### config.mk
export PLATFORM = sky130hd
export DESIGN_NAME = axis_pos_counter
export DESIGN_NICKNAME = d
export VERILOG_FILES = /design/src/rtl/motion_pkg.sv /design/src/rtl/axis_pos_counter_chk.sv /design/src/rtl/axis_pos_counter_mod_n_counter.sv /design/src/rtl/axis_pos_counter.sv
export SDC_FILE = /design/constraint.sdc
export NUM_CORES = 1
export LEC_CHECK = 0
export BUFFER_PORTS_ARGS = -buffer_cell sky130_fd_sc_hd__buf_2
export CORE_ASPECT_RATIO = 1.5
export CORE_MARGIN = 2
export CORE_UTILIZATION = 45
export CTS_BUF_LIST = sky130_fd_sc_hd__clkbuf_16
export DETAILED_ROUTE_END_ITERATION = 10
export HOLD_SLACK_MARGIN = 0.03
export PLACE_DENSITY_LB_ADDON = 0.25
export SLEW_MARGIN = 20
export SYNTH_ARGS = -nofsm -noshare
export SYNTH_HDL_FRONTEND = slang
export SYNTH_HIERARCHICAL = 1
export SYNTH_SLANG_ARGS = --single-unit
### constraint.sdc
create_clock -name clk -period 2.6 [get_ports clk]
set_input_delay 0.52 -clock clk [delete_from_list [all_inputs] [get_ports clk]]
set_output_delay 0.52 -clock clk [all_outputs]
set_load 0.01 [all_outputs]
### src/rtl/motion_pkg.sv
// -----------------------------------------------------------------------------
// motion_pkg
// Shared screen and timing constants for the sprite motion blocks, plus a
// helper that sizes a modulo counter.
//   SCREEN_X_MAX / SCREEN_Y_MAX : highest legal sprite position per axis
//   FRAME_DIV_60FPS             : clk cycles per frame at 60 fps from 50 MHz
//   FRAME_DIV_SIM               : short frame period for simulation
// -----------------------------------------------------------------------------
package motion_pkg;

    localparam int SCREEN_X_MAX    = 32'sd155;
    localparam int SCREEN_Y_MAX    = 32'sd115;
    localparam int FRAME_DIV_60FPS = 32'sd833333;
    localparam int FRAME_DIV_SIM   = 32'sd10;

    // Bits needed to count 0..n-1; a modulo-1 counter still gets one bit.
    function automatic int cnt_width(input int n);
        if (n > 32'sd1) begin
            cnt_width = $clog2(n);
        end else begin
            cnt_width = 32'sd1;
        end
    endfunction

endpackage

### src/rtl/axis_pos_counter_chk.sv
// -----------------------------------------------------------------------------
// axis_pos_counter_chk
// Simulation-only checks for axis_pos_counter: legal parameter set and
// in-range internal counters / position.
//   clk, resetn : clock and reset of the checked instance
//   fdiv, sdiv  : frame and speed divider counts
//   q           : current position
// -----------------------------------------------------------------------------
module axis_pos_counter_chk #(
    parameter int WIDTH     = 8,
    parameter int POS_MIN   = 0,
    parameter int POS_MAX   = 155,
    parameter int STEP      = 1,
    parameter int FRAME_DIV = 10,
    parameter int SPEED_DIV = 5,
    parameter int FW        = 4,
    parameter int SW        = 3
) (
    input logic             clk,
    input logic             resetn,
    input logic [FW-1:0]    fdiv,
    input logic [SW-1:0]    sdiv,
    input logic [WIDTH-1:0] q
);

    localparam longint POS_LIMIT = (64'sd1 <<< WIDTH) - 64'sd1;

    a_bounds_order: assert property (@(posedge clk) POS_MIN < POS_MAX);
    a_bounds_fit:   assert property (@(posedge clk) longint'(POS_MAX) <= POS_LIMIT);
    a_min_nonneg:   assert property (@(posedge clk) POS_MIN >= 32'sd0);
    a_step_min:     assert property (@(posedge clk) STEP >= 32'sd1);
    a_step_max:     assert property (@(posedge clk) STEP <= (POS_MAX - POS_MIN));
    a_fdiv_legal:   assert property (@(posedge clk) FRAME_DIV >= 32'sd1);
    a_sdiv_legal:   assert property (@(posedge clk) SPEED_DIV >= 32'sd1);

    a_fdiv_range: assert property (@(posedge clk) disable iff (!resetn)
                                   32'(fdiv) < 32'(FRAME_DIV));
    a_sdiv_range: assert property (@(posedge clk) disable iff (!resetn)
                                   32'(sdiv) < 32'(SPEED_DIV));
    a_q_range:    assert property (@(posedge clk) disable iff (!resetn)
                                   32'(q) <= 32'(POS_MAX));

endmodule

### src/rtl/axis_pos_counter_mod_n_counter.sv
// -----------------------------------------------------------------------------
// mod_n_counter
// Free-running modulo-N counter advanced by an enable strobe.
//   clk        : system clock
//   resetn     : asynchronous active-low reset, count returns to 0
//   enable     : advance by one on this clock edge
//   count      : current count, 0..N-1
//   wrap_pulse : enable & (count == N-1), i.e. this edge wraps back to 0
// -----------------------------------------------------------------------------
module mod_n_counter
    import motion_pkg::*;
#(
    parameter int N = 10
) (
    input  logic                    clk,
    input  logic                    resetn,
    input  logic                    enable,
    output logic [cnt_width(N)-1:0] count,
    output logic                    wrap_pulse
);

    localparam int            CW   = cnt_width(N);
    localparam logic [CW-1:0] LAST = CW'(N - 1);

    logic [CW-1:0] count_q;
    logic [CW-1:0] count_d;
    logic          at_last_s;

    assign at_last_s  = (count_q == LAST);
    assign wrap_pulse = enable & at_last_s;
    assign count      = count_q;

    // Next count: hold when idle, wrap after the last value.
    always_comb begin
        count_d = count_q;
        if (enable) begin
            if (at_last_s) begin
                count_d = {CW{1'b0}};
            end else begin
                count_d = count_q + CW'(1);
            end
        end else begin
            count_d = count_q;
        end
    end

    // Count register.
    always_ff @(posedge clk or negedge resetn) begin
        if (!resetn) begin
            count_q <= {CW{1'b0}};
        end else begin
            count_q <= count_d;
        end
    end

endmodule

### src/rtl/axis_pos_counter.sv
// -----------------------------------------------------------------------------
// axis_pos_counter
// Bounded sprite position for one screen axis, stepped at a fixed cadence.
// A frame divider produces frame_tick every FRAME_DIV enabled cycles; a speed
// divider turns every SPEED_DIV-th frame tick into a step slot. On a step slot
// with move set, q moves by STEP toward updown, saturating or wrapping at the
// bounds. load overrides everything and clamps load_val into range.
//   clk        : system clock
//   resetn     : asynchronous active-low reset
//   enable     : advances the dividers, 0 freezes timing
//   move       : take a step at the next step slot
//   updown     : 1 = increment, 0 = decrement
//   load       : synchronous position load (priority over a step)
//   load_val   : value to load, clamped to [POS_MIN, POS_MAX]
//   q          : current position
//   at_min     : q == POS_MIN
//   at_max     : q == POS_MAX
//   frame_tick : one-cycle frame pulse
//   moved      : one-cycle pulse after a step actually changed q
// -----------------------------------------------------------------------------
module axis_pos_counter
    import motion_pkg::*;
#(
    parameter int WIDTH     = 8,
    parameter int POS_MIN   = 0,
    parameter int POS_MAX   = SCREEN_X_MAX,
    parameter int STEP      = 1,
    parameter int FRAME_DIV = FRAME_DIV_SIM,
    parameter int SPEED_DIV = 5,
    parameter int WRAP      = 0
) (
    input  logic             clk,
    input  logic             resetn,
    input  logic             enable,
    input  logic             move,
    input  logic             updown,
    input  logic             load,
    input  logic [WIDTH-1:0] load_val,
    output logic [WIDTH-1:0] q,
    output logic             at_min,
    output logic             at_max,
    output logic             frame_tick,
    output logic             moved
);

    localparam int FW = cnt_width(FRAME_DIV);
    localparam int SW = cnt_width(SPEED_DIV);
    localparam int XW = WIDTH + 1;

    // Position arithmetic runs one bit wider so q + STEP never overflows.
    localparam logic [XW-1:0]    MIN_X     = XW'(POS_MIN);
    localparam logic [XW-1:0]    MAX_X     = XW'(POS_MAX);
    localparam logic [XW-1:0]    STEP_X    = XW'(STEP);
    localparam logic [XW-1:0]    DEC_LIM_X = XW'(POS_MIN + STEP);
    localparam logic [WIDTH-1:0] MIN_Q     = WIDTH'(POS_MIN);
    localparam logic [WIDTH-1:0] MAX_Q     = WIDTH'(POS_MAX);

    logic [FW-1:0]    fdiv_s;
    logic [SW-1:0]    sdiv_s;
    logic             frame_tick_s;
    logic             step_slot_s;

    logic [WIDTH-1:0] q_q;
    logic [WIDTH-1:0] q_d;
    logic             moved_q;
    logic             moved_d;

    logic [XW-1:0]    q_ext_s;
    logic [XW-1:0]    inc_ext_s;
    logic [XW-1:0]    dec_ext_s;
    logic [XW-1:0]    lv_ext_s;
    logic [WIDTH-1:0] step_val_s;
    logic [WIDTH-1:0] load_clamp_s;

    mod_n_counter #(
        .N (FRAME_DIV)
    ) u_frame_div (
        .clk        (clk),
        .resetn     (resetn),
        .enable     (enable),
        .count      (fdiv_s),
        .wrap_pulse (frame_tick_s)
    );

    // The speed divider only advances on frame ticks, so its wrap pulse is
    // exactly frame_tick & (sdiv == SPEED_DIV-1).
    mod_n_counter #(
        .N (SPEED_DIV)
    ) u_speed_div (
        .clk        (clk),
        .resetn     (resetn),
        .enable     (frame_tick_s),
        .count      (sdiv_s),
        .wrap_pulse (step_slot_s)
    );

    axis_pos_counter_chk #(
        .WIDTH     (WIDTH),
        .POS_MIN   (POS_MIN),
        .POS_MAX   (POS_MAX),
        .STEP      (STEP),
        .FRAME_DIV (FRAME_DIV),
        .SPEED_DIV (SPEED_DIV),
        .FW        (FW),
        .SW        (SW)
    ) u_chk (
        .clk    (clk),
        .resetn (resetn),
        .fdiv   (fdiv_s),
        .sdiv   (sdiv_s),
        .q      (q_q)
    );

    assign q_ext_s   = {1'b0, q_q};
    assign inc_ext_s = q_ext_s + STEP_X;
    assign dec_ext_s = q_ext_s - STEP_X;
    assign lv_ext_s  = {1'b0, load_val};

    // Candidate position for a step, saturating or wrapping at the bounds.
    always_comb begin
        step_val_s = q_q;
        if (updown) begin
            if (inc_ext_s <= MAX_X) begin
                step_val_s = inc_ext_s[WIDTH-1:0];
            end else if (WRAP != 0) begin
                step_val_s = MIN_Q;
            end else begin
                step_val_s = MAX_Q;
            end
        end else begin
            if (q_ext_s >= DEC_LIM_X) begin
                step_val_s = dec_ext_s[WIDTH-1:0];
            end else if (WRAP != 0) begin
                step_val_s = MAX_Q;
            end else begin
                step_val_s = MIN_Q;
            end
        end
    end

    // Clamp the load value; the equal-to-bound cases fold into the clamp.
    always_comb begin
        load_clamp_s = load_val;
        if (lv_ext_s <= MIN_X) begin
            load_clamp_s = MIN_Q;
        end else if (lv_ext_s >= MAX_X) begin
            load_clamp_s = MAX_Q;
        end else begin
            load_clamp_s = load_val;
        end
    end

    // Next position and moved flag; load wins over a step and never sets moved.
    always_comb begin
        q_d     = q_q;
        moved_d = 1'b0;
        if (load) begin
            q_d     = load_clamp_s;
            moved_d = 1'b0;
        end else if (step_slot_s && move) begin
            q_d     = step_val_s;
            moved_d = (step_val_s != q_q);
        end else begin
            q_d     = q_q;
            moved_d = 1'b0;
        end
    end

    // Position and moved registers.
    always_ff @(posedge clk or negedge resetn) begin
        if (!resetn) begin
            q_q     <= MIN_Q;
            moved_q <= 1'b0;
        end else begin
            q_q     <= q_d;
            moved_q <= moved_d;
        end
    end

    assign q          = q_q;
    assign moved      = moved_q;
    assign frame_tick = frame_tick_s;
    assign at_min     = (q_q == MIN_Q);
    assign at_max     = (q_q == MAX_Q);

endmodule

Word level (Yosys, flattened, before mapping). Cells that the tools add are included.

Magnitude comparators: 4. Add/subtract/negate cells: 4. Bitwise gates (word level): 2. Reductions and logical operators: 3. Div/mod/pow operators: 0. Equal/unequal tests: 4. $mul: 0. Muxes and demuxes: 11. Shift-type cells: 0.

Operators with widths (count): 8-bit two-way mux (7); 8-bit by 1-bit adder with 9-bit output (second input constant) (1); 9-bit by 8-bit <= comparator with 1-bit output (second input constant) (1); 8-bit == test (second input constant) (1); 8-bit by 1-bit greater-or-equal comparator with 1-bit output (second input constant) (1); 8-bit greater-or-equal comparator (second input constant) (1); 8-bit by 1-bit <= comparator with 1-bit output (second input constant) (1); 8-bit logical NOT (1); 8-bit inequality test (1); 8-bit by 1-bit subtractor with 8-bit output (second input constant) (1); 4-bit by 1-bit adder with 4-bit output (second input constant) (1); 4-bit == test (second input constant) (1); 4-bit two-way mux (1); 3-bit by 1-bit adder with 3-bit output (second input constant) (1); 3-bit == test (second input constant) (1); 3-bit two-way mux (1); 1-bit bitwise AND (2); 1-bit two-way mux (2); 2-bit nonzero test (1); 1-bit logical AND (1).

Bits in writable memories: 0. Memory bits (read-only): 0. Bits in registers: 16. Memories: 0. Latch bits: 0. Logic and storage cells: 32. Input bits: 14.

Longest topological paths before layout.
Word-level depth: 7. Mapped depth: 10. Depth with buffers taken out: 9.

Cells and area by module. The synthesis kept the hierarchy.

Modules (own cells, without submodules): axis_pos_counter (seq. area each 225.2 µm², times used 1, area an instance 1355.0 µm², cells each 187); mod_n_counter at u_frame_div (seq. area each 100.1 µm², times used 1, area an instance 187.7 µm², cells each 17); mod_n_counter at u_speed_div (seq. area each 75.1 µm², times used 1, area an instance 168.9 µm², cells each 17).

Worst setup path before layout. No wires, ideal clock.

Path type: reg-to-reg. Start: register q_q[1] (netlist: q[1]). End: register q_q[0] (netlist: q[0]). Arrival: 2.482 ns. Setup time: 0.079 ns. Required time: 2.521 ns. Path slack: 0.039 ns. Clock period less this slack: 2.561 ns. Path buffers: 0. Cell stages (with the launch flop): 10. Cell sequence: dfrtp_1 > inv_1 > ha_1 > or3b_2 > a211oi_1 > o21ai_0 > a31oi_1 > o21ai_0 > a31oi_1 > a2bb2oi_1.

Word-level cells in the longest chain between the ends: 6. Elaborated cells between the ends (all ways): 8. Classes of those cells: 1 x add/sub; 2 x order compare; 5 x mux.

Ends and longest elaborated chain: from (decl) (line axis_pos_counter.sv:63) `logic [WIDTH-1:0] q_q;`; from (signal assigned) (line axis_pos_counter.sv:175) `q_q <= q_d;`; 8-bit by 1-bit adder with 9-bit output (line axis_pos_counter.sv:115) `assign inc_ext_s = q_ext_s + STEP_X;`; 9-bit by 8-bit <= comparator with 1-bit output (line axis_pos_counter.sv:123) `if (inc_ext_s <= MAX_X) begin`; 8-bit two-way mux (line axis_pos_counter.sv:123); 8-bit two-way mux * (line axis_pos_counter.sv:122) `if (updown) begin`; 8-bit two-way mux * (line axis_pos_counter.sv:160) `end else if (step_slot_s && move) begin`; 8-bit two-way mux * (line axis_pos_counter.sv:157) `if (load) begin`.

Every way passes the cells marked *; elsewhere a longest branch is shown, timed or not. The select of a mux whose other input is x is not followed. A chain may end at the register's enable or synchronous reset.

Final worst setup path.
Start: register q_q[0] (netlist: q[0]). End: register q_q[0] (netlist: q[0]).

The elaborated chain is that of the path after synthesis.

==> run metrics <==
core footprint 3650 um2; Max Transition Viols Final 0; Die H roughly 80 um; syn nets 242; PwrDens 553 nW/um2; Pre-Repair DR Iteration Count 4; share of the yosys chip area belonging to registers 0.234; # fillers 348; clk root buf clkbuf_16; utilization after layout 0.578; area of the multi-input gates approximately 1200 um2; most numerous cell in the Yosys netlist a21oi_1; # nets final roughly 280; Worst-Skew Late Latency 0.25 ns; critical path cell sequence inv_2, ha_1, or3b_2, a211oi_2, o21ai_1, a31oi_1, o21ai_0, a31oi_1, a2bb2oi_1; peak supply drop roughly 420 uV; fmax 0.403 GHz; synthesized cell area 1710 um2; critical path fanouts, max 4; vias 1876; FF+latch count, synth 16; Clock Sink Count 16; Ys Warns 6; post-synth top area cell dfrtp_1; total of max-cap violations 0; Die Wd 54.4 um; fin cells 302; WHS 0.188 ns; DP Cell Count 299; io pins 26; Critical Path End Type flop; kind of critical path flop to flop; commonest cells in the netlist 20 x a21oi_1, 17 x o21ai_0, 16 x dfrtp_1; minimum clock period about 2.5 ns; post-CTS setup buffers 0; # DRC 0; slowest CP cell or3b_2; status completed; area share of the largest cell type after synthesis 0.234; post-route setup TNS 0 ns; n_diodes 0; layout cell share with drive strength beyond 1 0.278; Reg clk slew, reported paths around 0.050 ns; Final Hold Fails 0; Tot Pwr 1.17 mW; CTS H-tree depth 1; Tot GR Track Use 0.263; row cnt 27; number of global-route vias before repair 1817; Mapped Avg Cell Area 7.74 um2; Starting Density 0.469; Routability Congestion 0.877; Buffers on Ports 25; DR iter-0 viols 83; number of synthesized flops with an enable pin 0; Slew HR 0.699; synth-to-layout area growth 23.1%; number of antenna violations at the first check in global routing 0; Synth Flop Type dfrtp_1; pin count of the biggest net entering global routing 20; die area 4320 um2; Routed Antenna Nets 0; fin crit share 0.955; Leak 0.883 nW; Hold Path Class input pin to asynchronous set/reset pin; HPWL Detailed 3990 um; Final setup viols 0; gate count of the mapped netlist 221; Distinct cells, synth 59; gr ovfl total 0; Setup crit start kind flop; overall routed net length 5100 um; clock buffer count from CTS 3; max incr delay on CP 0.49 ns; Slew @ Worst Pin between 0.4 and 0.5 ns; DR WL/cell 16.9 um; Clock Path Buffers 2; Required @ worst endpoint roughly 2.8 ns; vias per inst 6.21; synth top area cells dfrtp_1 23%, a21oi_1 5.8%, ha_1 5.1%; first-pass GRT wire length roughly 8500 um; share of flip-flops with an asynchronous set or reset 1.00; Worst EP arrival about 2.7 ns; CTS tree built; most frequent CP cell a31oi_1; skew final about 0.0031 ns; register area 400 um2; RSZ-0062 raised after global routing false
-- layout make-up --
| type | instances | area share |
|---|---|---|
| multi-input combinational | 178 | 0.579 |
| tap | 43 | 0.0255 |
| inverter | 12 | 0.0214 |
| timing repair buffer | 50 | 0.148 |
| clock buffer | 3 | 0.0356 |
| sequential | 16 | 0.190 |
-- path summary, 6_finish.rpt --
check | startpoint | endpoint | slack (ns) | cells after the start
setup / recovery | q[0]$_DFFE_PN0P_ | q[0]$_DFFE_PN0P_ | 0.12 | 9
hold / removal | resetn | u_speed_div/count[1]$_DFFE_PN0P_ | 0.19 | 1
setup reg to reg | q[0]$_DFFE_PN0P_ | q[0]$_DFFE_PN0P_ | 0.12 | 9
hold reg to reg | u_frame_div/count[0]$_DFFE_PN0P_ | u_frame_div/count[0]$_DFFE_PN0P_ | 0.53 | 1
max in group asynchronous | resetn | moved$_DFF_PN0_ | 2.14 | 1
min in group clk | enable | u_frame_div/count[0]$_DFFE_PN0P_ | 0.50 | 2
-- logic make-up (layout without fill, tap and decap cells) --
kind of cell,count (synthesis),in the layout,synth area share
AOI/OAI and AO/OA,83,83,0.319
muxes,2,2,0.0146
DFF,16,16,0.234
and+or+nand+nor,78,78,0.271
xor gates and xnor gates,8,8,0.0409
buffers and inverters,27,65,0.0694
adders and majority gates,7,7,0.0512
-- power by group --
part	internal (mW)	switching, mW
Sequential	0.314	0.0744
Clock	0.202	0.0930
Combinational	0.224	0.259
Total	0.739	0.426
-- flip-flops by register name, indices dropped and copies added, names as in the netlist --
signal,count
moved,1
u_frame_div/count,4
u_speed_div/count,3
q,8
-- metal layers --
| metal | global-route usage | vias to the layer above | wire, um |
|---|---|---|---|
| met2 | 0.437 | 66 | 2640 |
| met3 | 0.0300 | 22 | 213 |
| met4 | 0.160 | 0 | 231 |
| met1 | 0.309 | 878 | 2010 |
| met5 | 0 | - | 0 |
| li1 | - | 910 | - |
-- metrics by stage --
stage,instance area [um2],setup slack (ns)
6_report,2110,0.116
5_1_grt,2110,0.000120
3_3_place_gp,2000,0.125
2_1_floorplan,1710,0.0388
4_1_cts,2080,0.0717
3_5_place_dp,2000,0.0857
-- critical path: cells and delay by family (launching register included) --
| kind | cells | cell delay [ns] |
|---|---|---|
| buffers and inverters | 1 | 0.07 |
| adder cells (fa/ha/maj) | 1 | 0.31 |
| flip-flops | 1 | 0.42 |
| AO/OA/AOI/OAI | 6 | 1.12 |
| AND/OR/NAND/NOR | 1 | 0.49 |
-- cell usage in the layout, fill, tap and decap left out, types with 6 or more instances in the layout --
| master | netlist | routed |
|---|---|---|
| a21oi_1 | 20 | 20 |
| a31oi_1 | 8 | 8 |
| buf_2 | 8 | 25 |
| buf_4 | 0 | 25 |
| dfrtp_1 | 16 | 16 |
| ha_1 | 7 | 6 |
| inv_1 | 11 | 10 |
| nand2_1 | 15 | 14 |
| nand3_1 | 9 | 9 |
| nor2_1 | 13 | 13 |
| nor3_1 | 6 | 6 |
| o21ai_0 | 17 | 16 |
| xnor2_1 | 7 | 7 |
-- repair_timing --
item	CTS	global route
resized for setup	0	9
setup endpoints to repair	0	5
hold buffers	0	0
Note: power is estimated with default switching activity, not from simulation.
